==> config.mk <==
export PLATFORM = sky130hd
export DESIGN_NAME = line_length_feature_flat
export DESIGN_NICKNAME = d
export VERILOG_FILES = /design/src/rtl/line_length_feature_if.sv /design/src/rtl/line_length_feature.sv /design/src/flat_wrapper.sv
export SDC_FILE = /design/constraint.sdc
export NUM_CORES = 1
export LEC_CHECK = 0
export CORE_MARGIN = 2
export CORE_UTILIZATION = 30
export DETAILED_ROUTE_END_ITERATION = 10
export GPL_TIMING_DRIVEN = 1
export HOLD_SLACK_MARGIN = 0.12
export PLACE_DENSITY_LB_ADDON = 0.12
export SYNTH_ARGS = -nofsm -noshare
export SYNTH_HDL_FRONTEND = slang
export SYNTH_SLANG_ARGS = --single-unit
==> constraint.sdc <==
create_clock -name clk -period 12.1 [get_ports clk]
set_clock_uncertainty 0.2 [all_clocks]
set_input_delay 3.025 -clock clk [delete_from_list [all_inputs] [get_ports clk]]
set_output_delay 3.025 -clock clk [all_outputs]
set_load 0.1 [all_outputs]
==> src/rtl/line_length_feature_if.sv <==
// Sample-in / feature-out bundle for the line-length extractor.
// The front end drives en/din through master; the extractor is the slave.
interface line_length_feature_if #(
   parameter int DATA_WIDTH   = 16,
   parameter int OUTPUT_WIDTH = 25
);
   logic                           en;
   logic signed [DATA_WIDTH-1:0]   din;
   logic signed [OUTPUT_WIDTH-1:0] dout;
   logic                           data_valid;

   modport master (output en, din, input dout, data_valid);
   modport slave  (input en, din, output dout, data_valid);
endinterface

==> src/rtl/line_length_feature.sv <==
// Line length over the last 8 blocks of 32 absolute first differences.
// A block completes on one edge; dout/data_valid follow on the next edge.
module line_length_feature #(
   parameter int DATA_WIDTH   = 16,
   parameter int MID_WIDTH    = 22,
   parameter int OUTPUT_WIDTH = 25
) (
   input logic                   clk,
   input logic                   rst,
   line_length_feature_if.slave  bus
);
   localparam int NBLK   = 8;
   localparam int BLK    = 32;
   localparam int CW     = $clog2(BLK);
   localparam int STAGES = 2;

   logic signed [DATA_WIDTH-1:0]        prev;
   logic                                primed;
   logic [CW-1:0]                       cnt;
   logic [MID_WIDTH-1:0]                acc;
   logic [NBLK-1:0][MID_WIDTH-1:0]      blk;
   logic [OUTPUT_WIDTH-1:0]             total;
   logic [OUTPUT_WIDTH-1:0]             dout_q;
   logic [STAGES:1]                     vld_pipe;

   logic signed [DATA_WIDTH:0]          diff;
   logic [DATA_WIDTH:0]                 ad;
   logic [MID_WIDTH-1:0]                bsum;
   logic                                blk_end;

   // One extra bit on the difference keeps full-scale swings from overflowing.
   assign diff    = {bus.din[DATA_WIDTH-1], bus.din} - {prev[DATA_WIDTH-1], prev};
   assign ad      = diff[DATA_WIDTH] ? (~diff + (DATA_WIDTH+1)'(1)) : diff;
   assign bsum    = acc + {{(MID_WIDTH-DATA_WIDTH-1){1'b0}}, ad};
   assign blk_end = bus.en & primed & (cnt == CW'(BLK-1));

   always_ff @(posedge clk) begin
      if (rst) begin
         prev     <= '0;
         primed   <= 1'b0;
         cnt      <= '0;
         acc      <= '0;
         blk      <= '0;
         total    <= '0;
         dout_q   <= '0;
         vld_pipe <= '0;
      end else begin
         // Output stage runs regardless of en so a pending update never stalls.
         vld_pipe <= {vld_pipe[STAGES-1:1], blk_end};
         if (vld_pipe[1])
            dout_q <= total;
         if (bus.en) begin
            prev   <= bus.din;
            primed <= 1'b1;
            if (primed) begin
               cnt <= cnt + CW'(1);
               if (blk_end) begin
                  acc   <= '0;
                  blk   <= {blk[NBLK-2:0], bsum};
                  total <= total + {{(OUTPUT_WIDTH-MID_WIDTH){1'b0}}, bsum}
                                 - {{(OUTPUT_WIDTH-MID_WIDTH){1'b0}}, blk[NBLK-1]};
               end else begin
                  acc <= bsum;
               end
            end
         end
      end
   end

   assign bus.dout       = dout_q;
   assign bus.data_valid = vld_pipe[STAGES];
endmodule

==> src/flat_wrapper.sv <==
// flat-port wrapper written by rule: the top's interface ports become plain ports
module line_length_feature_flat 
#(
   parameter int DATA_WIDTH   = 16,
   parameter int MID_WIDTH    = 22,
   parameter int OUTPUT_WIDTH = 25
)
  (clk, rst, bus_en, bus_din, bus_dout, bus_data_valid);
  line_length_feature_if #(.DATA_WIDTH(DATA_WIDTH), .OUTPUT_WIDTH(OUTPUT_WIDTH)) bus_i ();
  input logic clk;
  input logic rst;
  input wire logic [$bits(bus_i.en)-1:0] bus_en;
  input wire logic [$bits(bus_i.din)-1:0] bus_din;
  output wire logic [$bits(bus_i.dout)-1:0] bus_dout;
  output wire logic [$bits(bus_i.data_valid)-1:0] bus_data_valid;
  assign bus_i.en = bus_en;
  assign bus_i.din = bus_din;
  assign bus_dout = bus_i.dout;
  assign bus_data_valid = bus_i.data_valid;
  line_length_feature #(.DATA_WIDTH(DATA_WIDTH), .MID_WIDTH(MID_WIDTH), .OUTPUT_WIDTH(OUTPUT_WIDTH)) u_core (.clk(clk), .rst(rst), .bus(bus_i));
endmodule
==> impl_results.md <==
- Status: completed
- Worst EP arrival: 10.84 ns
- Initial antenna violation count: 0
- Clock Sinks: 272
- # DRC: 0
- CP max stage cell: a31oi_1
- Fillers: 4648
- Clock-pin slew on the worst setup and hold paths: 0.05 ns
- CP startpoint kind: input port
- Syn nets: 1744
- Setup CP Type: input port to flop
- Post-Syn Instances: 1638
- Placer congestion estimate: 0.8056
- Core Box Area: 0.04393 mm2
- Peak supply drop: 97.85 uV
- Antenna diodes: 0
- Crit-path max FO: 10
- Hold path cells: 2
- Vias/cell: 4.762
- Fmax: 0.09410 GHz
- Share of layout cells above drive strength 1: 4.931%
- Hold WS: 0.2420 ns
- Ys flop type: dfxtp_1
- Chip height: 214.5 um
- Worst hold path class: flop to flop
- Min Tclk post-route: 10.63 ns
- Util after Layout: 34.98%
- Avg Synthesized Cell Area: 8.114 um2
- Post-DP HPWL: 21210 um
- Library cells used by synthesis: 67
- Slew at the pin closest to its max-slew limit: 1.101 ns
- DIE AREA: 0.04600 mm2
- H-Tree Depth: 2
- Max Cap Viol: 0
- Delay of the slowest critical-path stage: 0.70 ns
- NumNets Final: 1746
- Worst Hold Path EP: u_core.blk[78]$_SDFFE_PP0P_
- Setup crit end kind: flop
- Port-buffer cells: 44
- GRT overflow: 0
- Leakage: 5.517 nW
- WL/cell: 14.28 um
- Worst-skew pair later-pin latency: 0.53 ns
- Boundary Pins: 45
- Hold Startpoint: u_core.blk[56]$_SDFFE_PP0P_
- TritonCTS clock tree: done
- # setup viols final: 0
- Critical Path RT: 12.31 ns
- DR pass1 iterations: 5
- Slew Limit Fails: 0
- EDFF count, synth: 0
- RSZ-0062 raised after global routing: no
- Post-synth ARST share: 0%
- First-pass GRT wire length: 53920 um
- Count leader, synth: nand2_1
- Area added between synthesis and finish: 15.62%
- Clock buffer depth: 3
- Largest net degree at the start of global routing: 101
- Yosys warns: 0
- #FFs+latches synth: 272
- Worst relative slew slack: 26.35%
- Total global-route track usage: 14.09%
- Ranking of synthesized cells by area: dfxtp_1, nand2_1, a21oi_1, ha_1, fa_1
- Starting Density: 30.25%
- FF-to-FF End: u_core.total[24]$_SDFFE_PP0P_
- Die W: 214.5 um
- Sequential area share after synthesis: 40.97%
- Vias in the first global route: 10170
- Total CTS buffers: 34
- Post-synth top area share: 40.97%
- Power density cells: 187.6 mW/mm2
- Final Hold Fails: 0
- Postcts setup bufs: 0
- Pwr Total: 2.883 mW
- Period Utilization, post-route: 87.83%
- Post_cts resized: 0
- Routed Antenna Nets: 0
- Routed WL: 32200 um
- Final setup TNS: 0 ns
- Worst reg2reg path depth: 27
- Cell taking the most area after synthesis: dfxtp_1
- Drt first-iter violations: 738
- Row count: 77
- RR Startpoint: u_core.prev[1]$_SDFFE_PP0P_
- Via count: 10740
- Post-synth design cell area: 0.01329 mm2
- Root Buffer: clkbuf_16
- R2r setup slk: 4.11 ns
- Hold_buf cts: 0
- Post-synth top cells: nand2_1, dfxtp_1, a21oi_1, nor2_1, clkbuf_1
[placed cells by master (no fill, tap or decap), drive strengths merged, types with 3 or more instances in the layout]
master	n
o31a	5
nor2	112
a31oi	6
mux2i	44
clkbuf	52
nor2b	11
o31ai	4
a41oi	4
nand3b	19
nor3	26
nand2	404
a21oi	226
ha	63
o21a	25
o211ai	4
inv	65
clkdlybuf4s50	43
or2	4
fa	24
a21boi	4
buf	13
o21ai	35
a211o	5
xor2	18
nand2b	3
nor3b	13
o311a	3
or3	7
a21o	24
xnor2	30
nor4b	4
dfxtp	272
a211oi	8
nand3	15
or4	4
a31o	3
o21bai	6
o311ai	4
a22oi	14
and3	5
[how the worst max path moves through the flow]
stage / startpoint / cells after the start / slack (ns) / end
2_1_floorplan: bus_din[0] / 29 / 2.33 / u_core.total[24]$_SDFFE_PP0P_
3_3_place_gp: bus_din[0] / 29 / 1.05 / u_core.total[24]$_SDFFE_PP0P_
3_5_place_dp: bus_din[0] / 29 / 0.97 / u_core.total[24]$_SDFFE_PP0P_
4_1_cts: bus_din[0] / 29 / 1.49 / u_core.total[24]$_SDFFE_PP0P_
5_1_grt: bus_din[1] / 27 / 0.79 / u_core.total[24]$_SDFFE_PP0P_
6_report: bus_din[0] / 30 / 1.47 / u_core.total[24]$_SDFFE_PP0P_
[metrics by stage]
stage / instances / setup WS (ns) / area [um2]
4_1_cts: 2255 / 1.490 / 15370
6_report: 2255 / 1.472 / 15370
3_5_place_dp: 2196 / 0.9695 / 14240
3_3_place_gp: 2196 / 1.051 / 14240
2_1_floorplan: 1638 / 2.332 / 13290
5_1_grt: 2255 / 0.7896 / 15370
[state kept, by name, summed over array words and instances (netlist names)]
name             flops
u_core.primed        1
u_core.total        25
u_core.bus.dout     25
u_core.acc          22
u_core.blk         176
u_core.cnt           5
u_core.prev         16
u_core.vld_pipe      2
[logic make-up after synthesis]
logic type / share of synthesized area (%)
flops: 40.97
simple gates: 20.49
buf+inv: 4.340
mux: 3.483
xor+xnor: 3.163
compound gates: 18.01
fa+ha+maj: 9.545
[report_power, final]
part | switching, mW | internal, mW | total, mW | leakage (nW)
Sequential | 0.00648 | 0.906 | 0.912 | 2.20
Combinational | 0.563 | 0.389 | 0.952 | 2.77
Clock | 0.393 | 0.625 | 1.02 | 0.550
Total | 0.963 | 1.92 | 2.88 | 5.52
[per-layer routing]
metal	vias to the layer above	part of all wire, %	GRT usage (%)	wire, um
li1	5555	-	-	-
met1	5034	51	19.76	16470
met2	106	44	22.58	14250
met3	44	2.7	2.113	860
met4	0	1.9	3.727	620
met5	-	0	0	0
[cell type report]
cell class	instances	area [um2]	share of cell area, %
clock buffers	52	1020	6.636
clock inverters	7	106.4	0.6921
inverters	63	236.5	1.539
multi-input cells	1213	7282	47.39
flip-flops and latches	272	5446	35.44
well taps	592	740.7	4.820
repair buffers	56	535.5	3.485
[critical path, delay by kind of cell]
kind	cells	cell delay (ns)
mux	2	0.54
fa+ha+maj	5	1.84
buf+inv	2	0.53
compound gates	14	3.27
xor+xnor	2	0.44
simple gates	5	1.22
Note: power is estimated with default switching activity, not from simulation.
